==> src/rtl/pmod_sample_sequencer.sv <==
// Sample-rate scheduler for the AD1 ADC / DA3 DAC chain: one AD1 read followed by one
// DA3 write per sample tick, both clocked from a single shared SCLK.
module pmod_sample_sequencer #(
   parameter int CLK_DIV    = 4,
   parameter int SAMPLE_DIV = 2000
) (
   input  logic        clock,
   input  logic        reset,
   input  logic        enable,
   input  logic [1:0]  ch_mode,
   input  logic        adc_d0,
   input  logic        adc_d1,
   output logic        adc_cs_n,
   output logic        adc_sclk,
   output logic        dac_cs_n,
   output logic        dac_sclk,
   output logic        dac_din,
   output logic        dac_ldac_n,
   output logic [11:0] sample_out,
   output logic        sample_ch,
   output logic        sample_valid,
   output logic        overrun,
   output logic        busy
);

   localparam int DIV_W  = $clog2(CLK_DIV);
   localparam int TICK_W = $clog2(SAMPLE_DIV);
   localparam int LDAC_W = $clog2(2 * CLK_DIV);

   localparam logic [DIV_W-1:0]  DIV_LAST  = DIV_W'(CLK_DIV - 1);
   localparam logic [TICK_W-1:0] TICK_LAST = TICK_W'(SAMPLE_DIV - 1);
   localparam logic [LDAC_W-1:0] LDAC_LAST = LDAC_W'(2 * CLK_DIV - 1);

   typedef enum logic [2:0] {IDLE, START, ADC, SCALE, DAC, LDAC} state_t;

   logic [DIV_W-1:0]  divCnt_q, divCnt_d;
   logic              sclk_q;
   logic              divTerm, riseEvt, fallEvt;
   logic [TICK_W-1:0] tickCnt_q, tickCnt_d;
   logic              tickTerm, tick_q;

   state_t            state_q;
   logic [11:0]       shift_q;
   logic [15:0]       word_q;
   logic [4:0]        bitCnt_q;
   logic [LDAC_W-1:0] ldacCnt_q;
   logic              enLat_q, chSel_q, altMode_q, chPtr_q;
   logic              adcCs_q, dacCs_q, dacDin_q, ldac_q;
   logic [11:0]       sample_q;
   logic              sampleCh_q, valid_q, overrun_q, busy_q;

   // The rise/fall strobes are high in the cycle before sclk changes, so every FSM
   // action they trigger lands on the same clock edge as the SCLK transition.
   assign divTerm  = (divCnt_q == DIV_LAST);
   assign divCnt_d = divTerm ? '0 : divCnt_q + 1'b1;
   assign riseEvt  = divTerm & ~sclk_q;
   assign fallEvt  = divTerm & sclk_q;

   assign tickTerm  = (tickCnt_q == TICK_LAST);
   assign tickCnt_d = tickTerm ? '0 : tickCnt_q + 1'b1;

   always_ff @(posedge clock or negedge reset) begin
      if (!reset) begin
         divCnt_q  <= '0;
         sclk_q    <= 1'b1;
         tickCnt_q <= '0;
         tick_q    <= 1'b0;
      end else begin
         divCnt_q  <= divCnt_d;
         tickCnt_q <= tickCnt_d;
         tick_q    <= tickTerm;
         if (divTerm) begin
            sclk_q <= ~sclk_q;
         end
      end
   end

   always_ff @(posedge clock or negedge reset) begin
      if (!reset) begin
         state_q    <= IDLE;
         shift_q    <= '0;
         word_q     <= '0;
         bitCnt_q   <= '0;
         ldacCnt_q  <= '0;
         enLat_q    <= 1'b0;
         chSel_q    <= 1'b0;
         altMode_q  <= 1'b0;
         chPtr_q    <= 1'b0;
         adcCs_q    <= 1'b1;
         dacCs_q    <= 1'b1;
         dacDin_q   <= 1'b0;
         ldac_q     <= 1'b1;
         sample_q   <= '0;
         sampleCh_q <= 1'b0;
         valid_q    <= 1'b0;
         overrun_q  <= 1'b0;
         busy_q     <= 1'b0;
      end else begin
         valid_q <= 1'b0;
         if (tick_q) begin
            if (state_q != IDLE) begin
               overrun_q <= 1'b1;
            end else if (!enable) begin
               overrun_q <= 1'b0;
            end
         end

         case (state_q)
            IDLE: begin
               if (tick_q) begin
                  enLat_q   <= enable;
                  altMode_q <= (ch_mode == 2'b10);
                  chSel_q   <= (ch_mode == 2'b01) | ((ch_mode == 2'b10) & chPtr_q);
                  busy_q    <= 1'b1;
                  state_q   <= START;
               end
            end

            START: begin
               if (riseEvt) begin
                  bitCnt_q <= '0;
                  if (enLat_q) begin
                     adcCs_q <= 1'b0;
                     state_q <= ADC;
                  end else begin
                     word_q  <= '0;
                     state_q <= DAC;
                  end
               end
            end

            // Only 12 bits are kept; the AD1's four leading zeros fall off the top.
            ADC: begin
               if (riseEvt) begin
                  shift_q <= {shift_q[10:0], (chSel_q ? adc_d1 : adc_d0)};
                  if (bitCnt_q == 5'd15) begin
                     adcCs_q <= 1'b1;
                     state_q <= SCALE;
                  end else begin
                     bitCnt_q <= bitCnt_q + 1'b1;
                  end
               end
            end

            SCALE: begin
               sample_q   <= shift_q;
               sampleCh_q <= chSel_q;
               valid_q    <= 1'b1;
               word_q     <= {shift_q, shift_q[11:8]};
               bitCnt_q   <= '0;
               if (altMode_q) begin
                  chPtr_q <= ~chPtr_q;
               end
               state_q <= DAC;
            end

            // Seventeen falling edges: sixteen present data bits, the last closes the frame.
            DAC: begin
               if (fallEvt) begin
                  if (bitCnt_q == 5'd16) begin
                     dacCs_q   <= 1'b1;
                     dacDin_q  <= 1'b0;
                     ldac_q    <= 1'b0;
                     ldacCnt_q <= '0;
                     state_q   <= LDAC;
                  end else begin
                     dacCs_q  <= 1'b0;
                     dacDin_q <= word_q[15];
                     word_q   <= {word_q[14:0], 1'b0};
                     bitCnt_q <= bitCnt_q + 1'b1;
                  end
               end
            end

            LDAC: begin
               if (ldacCnt_q == LDAC_LAST) begin
                  ldac_q  <= 1'b1;
                  busy_q  <= 1'b0;
                  state_q <= IDLE;
               end else begin
                  ldacCnt_q <= ldacCnt_q + 1'b1;
               end
            end

            default: begin
               busy_q  <= 1'b0;
               state_q <= IDLE;
            end
         endcase
      end
   end

   assign adc_cs_n     = adcCs_q;
   assign adc_sclk     = sclk_q;
   assign dac_cs_n     = dacCs_q;
   assign dac_sclk     = sclk_q;
   assign dac_din      = dacDin_q;
   assign dac_ldac_n   = ldac_q;
   assign sample_out   = sample_q;
   assign sample_ch    = sampleCh_q;
   assign sample_valid = valid_q;
   assign overrun      = overrun_q;
   assign busy         = busy_q;

endmodule

==> config.mk <==
export PLATFORM = sky130hd
export DESIGN_NAME = pmod_sample_sequencer
export DESIGN_NICKNAME = d
export VERILOG_FILES = /design/src/rtl/pmod_sample_sequencer.sv
export SDC_FILE = /design/constraint.sdc
export NUM_CORES = 1
export LEC_CHECK = 0
export ABC_CLOCK_PERIOD_IN_PS = 2100
export BUFFER_PORTS_ARGS = -buffer_cell sky130_fd_sc_hd__buf_2
export CORE_UTILIZATION = 45
export CTS_CLUSTER_SIZE = 12
export DETAILED_ROUTE_END_ITERATION = 7
export GPL_ROUTABILITY_DRIVEN = 0
export MAX_ROUTING_LAYER = met4
export PLACE_DENSITY_LB_ADDON = 0.15
export SYNTH_ARGS = -nofsm -noshare
export SYNTH_HDL_FRONTEND = slang
export SYNTH_SLANG_ARGS = --single-unit
export TNS_END_PERCENT = 100
==> constraint.sdc <==
create_clock -name clock -period 2.1 [get_ports clock]
set_input_delay 0.42 -clock clock [delete_from_list [all_inputs] [get_ports clock]]
set_output_delay 0.42 -clock clock [all_outputs]
set_load 0.02 [all_outputs]
==> results by group <==
Run status
  • Status: completed

Synth
  • EDFF count, synth: 0
  • Synth warn: 0
  • Ys async rst share: 1.00
  • List of most frequent post-synthesis cells: dfrtp_1 (74), nand2_1 (50), mux2_2 (19), a22o_1 (17), o21ai_0 (15)
  • Net count after synthesis: 330
  • Largest area contributor in the netlist: dfrtp_1
  • Count leader, synth: dfrtp_1
  • Mapped Area: 0.00356 mm²
  • Top post-synthesis cells by area: dfrtp_1 (52%), mux2_2 (6.0%), nand2_1 (5.3%)
  • Yosys reg bits: 78
  • Avg Cell Area, Syn: 11.3 µm²
  • Share of the synthesized area in the top cell type: 0.521
  • Post-synth cell types: 52
  • Synth Flop Type: dfrtp_1
  • Sequential area share after synthesis: 0.550
  • Post-Synthesis Cells: 316

STA
  • Final setup vio count: 0
  • Worst-Margin Slew: 0.436 ns
  • Fmax: 0.517 GHz
  • Slew Viols, Final: 0
  • Tcrit/Tclk final: 0.921
  • Clock Skew: 0.0145 ns
  • Final hold viol count: 0
  • Worst rel slew slack: 0.709
  • RSZ-0062 raised after global routing: no
  • Setup TNS: 0 ns
  • Minimum clock period: 1.93 ns
  • Fin worst setup slack: 0.165 ns

Placed design
  • Dpl hpwl: 4480 µm
  • Cell count after placement: 441
  • Setup Slack @ Placement: 0.0463 ns
  • Port Buf Inserts: 28

Min path
  • Hold crit path type: in2async

Die
  • Core ar.: 0.00769 mm²
  • I/O pin total: 29
  • Die height: 90.9 µm
  • Chip width: 90.9 µm
  • Initial core utilization: 0.463
  • Rows: 32
  • Die footprint: 0.00826 mm²

Worst setup path
  • Worst R2R Setup Slack: 0.17 ns
  • Origin of the critical flop-to-flop path: bitCnt_q[0]
  • CP startpoint kind: register
  • Delay-heaviest family, CP: simple AND/OR/NAND/NOR gates
  • Cell chain of the critical path: ha_1, and3_1, ha_1, nand4bb_1, a31oi_4, or2_2, mux2i_1
  • Critical Path Fanout Max: 5
  • Crit Reg-Reg Endpoint: bitCnt_q[4]
  • Critical Path Most Common Cell: ha_1
  • WP buf/inv: 0
  • CP Class: reg2reg
  • Worst EP required: 2.37 ns
  • Crit path capture type: register
  • Worst path max stage delay: 0.40 ns
  • Worst r2r path cells: 7
  • CP max stage cell: dfrtp_1
  • Crit path DAT: 2.20 ns

Clock network
  • CTS tree: built
  • H-tree depth: 3
  • CTS Sinks: 78
  • Clock transition at the registers of the reported paths: 0.09 ns
  • Clk_lat worst skew: 0.34 ns
  • Num CTS Buffers: 9
  • Clk root buf: clkbuf_8
  • Max Root-Sink Buffers: 2

Global routing
  • Initial antenna violation count: 0
  • Largest net degree at the start of global routing: 48
  • Total track usage: 0.183
  • First-pass GRT wire length: 11600 µm
  • Gr ovfl total: 0
  • Vias in the first global route: 2362

Pwr
  • Reg power frac: 0.560
  • Clock power share: 0.425
  • Gate power share: 0.015
  • Internal power: 2.07 mW
  • Post-layout power: 2.68 mW
  • Sw Ratio: 0.226
  • IR drop worst, VDD: 0.568 mV
  • PD cells: 658 mW/mm²
  • Lkg Pwr: 2.01 nW
  • NetSw: 0.606 mW

Final layout
  • Area of the multi-input gates: 0.00149 mm²
  • Final #Nets: 364
  • FF/Latch Area: 0.00196 mm²
  • Fraction of layout cells with a size suffix above 1: 0.242
  • Filler instances: 700
  • Antenna diodes: 0
  • Area delta synth->final: 14.6%
  • Finished Layout Cells: 457

Route
  • Wire length per cell: 14.5 µm
  • First DRT Iteration DRCs: 179
  • DR vias: 2431
  • First drt pass iteration count: 4
  • Detailed Route WL: 6610 µm
  • Vias/cell: 5.32
  • Routed Antenna Nets: 0
  • DRC: 0

Flow run
  • Max cap viols: 0
==> metal layers <==
| metal | global-route usage | wire, µm | vias up | part of all wire |
|---|---|---|---|---|
| li1 | - | - | 1183 | - |
| met1 | 0.260 | 3320 | 1198 | 0.50 |
| met2 | 0.263 | 3020 | 46 | 0.46 |
| met3 | 0.0311 | 226 | 4 | 0.034 |
| met4 | 0.0675 | 51 | 0 | 0.0077 |
| met5 | - | 0 | - | 0 |
==> worst max-delay path by stage <==
stage,startpoint,to,cells after the start
6_report,bitCnt_q[0],bitCnt_q[4],7
5_1_grt,bitCnt_q[0],bitCnt_q[4],7
4_1_cts,bitCnt_q[0],bitCnt_q[4],7
3_5_place_dp,bitCnt_q[0],bitCnt_q[4],7
3_3_place_gp,bitCnt_q[0],bitCnt_q[4],7
2_1_floorplan,bitCnt_q[0],bitCnt_q[4],7
==> per-stage QoR <==
step                hold WS (ns)  area (µm²)   util
floorplan                  0.124        3560      -
global placement           0.390        3860  0.502
detailed placement         0.400        3860  0.502
CTS                       0.0248        4060  0.528
global route              0.0341        4080  0.530
finish                    0.0108        4080  0.530
==> area by class of cell <==
class,instances,area share
well taps,102,0.0313
inverters,14,0.0129
multi-input cells,210,0.366
clock inverters,7,0.0190
repair buffers,37,0.0608
clock buffers,9,0.0304
flip-flops and latches,78,0.480
==> cells by family after synthesis <==
| kind of cell | Yosys count | share of synthesized area |
|---|---|---|
| adder cells (fa/ha/maj) | 7 | 0.0246 |
| flip-flops | 78 | 0.550 |
| XOR/XNOR | 7 | 0.0172 |
| buffers and inverters | 28 | 0.0348 |
| multiplexers | 31 | 0.0971 |
| AO/OA/AOI/OAI | 56 | 0.114 |
| AND/OR/NAND/NOR | 109 | 0.162 |
==> power groups by stage <==
stage / Sequential, mW / Clock, mW / Combinational [mW]
2_1_floorplan: 1.53 / 0 / 0.00209
3_3_place_gp: 1.53 / 0 / 0.0441
3_5_place_dp: 1.53 / 0 / 0.0447
4_1_cts: 1.50 / 1.17 / 0.0446
5_1_grt: 1.50 / 1.23 / 0.0492
6_report: 1.50 / 1.14 / 0.0412
==> timing repair <==
item,4_1_cts,5_1_grt
setup buffers,0,0
hold buffers,0,0
setup endpoints to repair,0,5
resized for setup,0,2
==> state kept, by name, summed over array words and instances (netlist names), 2 cells and up <==
| signal | count |
|---|---|
| word_q | 16 |
| sample_out | 12 |
| shift_q | 12 |
| tickCnt_q | 11 |
| bitCnt_q | 5 |
| ldacCnt_q | 3 |
| state_q | 3 |
| divCnt_q | 2 |
==> cell usage in the layout (no fill, tap or decap), types with 5 or more instances in the layout <==
cell and n:
a22o_1 17, buf_2 27, buf_4 7, clkbuf_8 9
dfrtp_1 74, ha_1 7, inv_1 14, mux2_1 9
mux2_2 19, nand2_1 50, nand2b_1 5, nand3_1 10
nor2_1 9, nor2b_1 5, o21ai_0 15, o2bb2ai_1 5
xor2_1 5
==> worst register-to-register path, stage by stage (launching register included) <==
cell	delay, ns
dfrtp_1	0.40
ha_1	0.23
and3_1	0.19
ha_1	0.21
nand4bb_1	0.24
a31oi_4	0.24
or2_2	0.17
mux2i_1	0.18
Note: power is estimated with default switching activity, not from simulation.
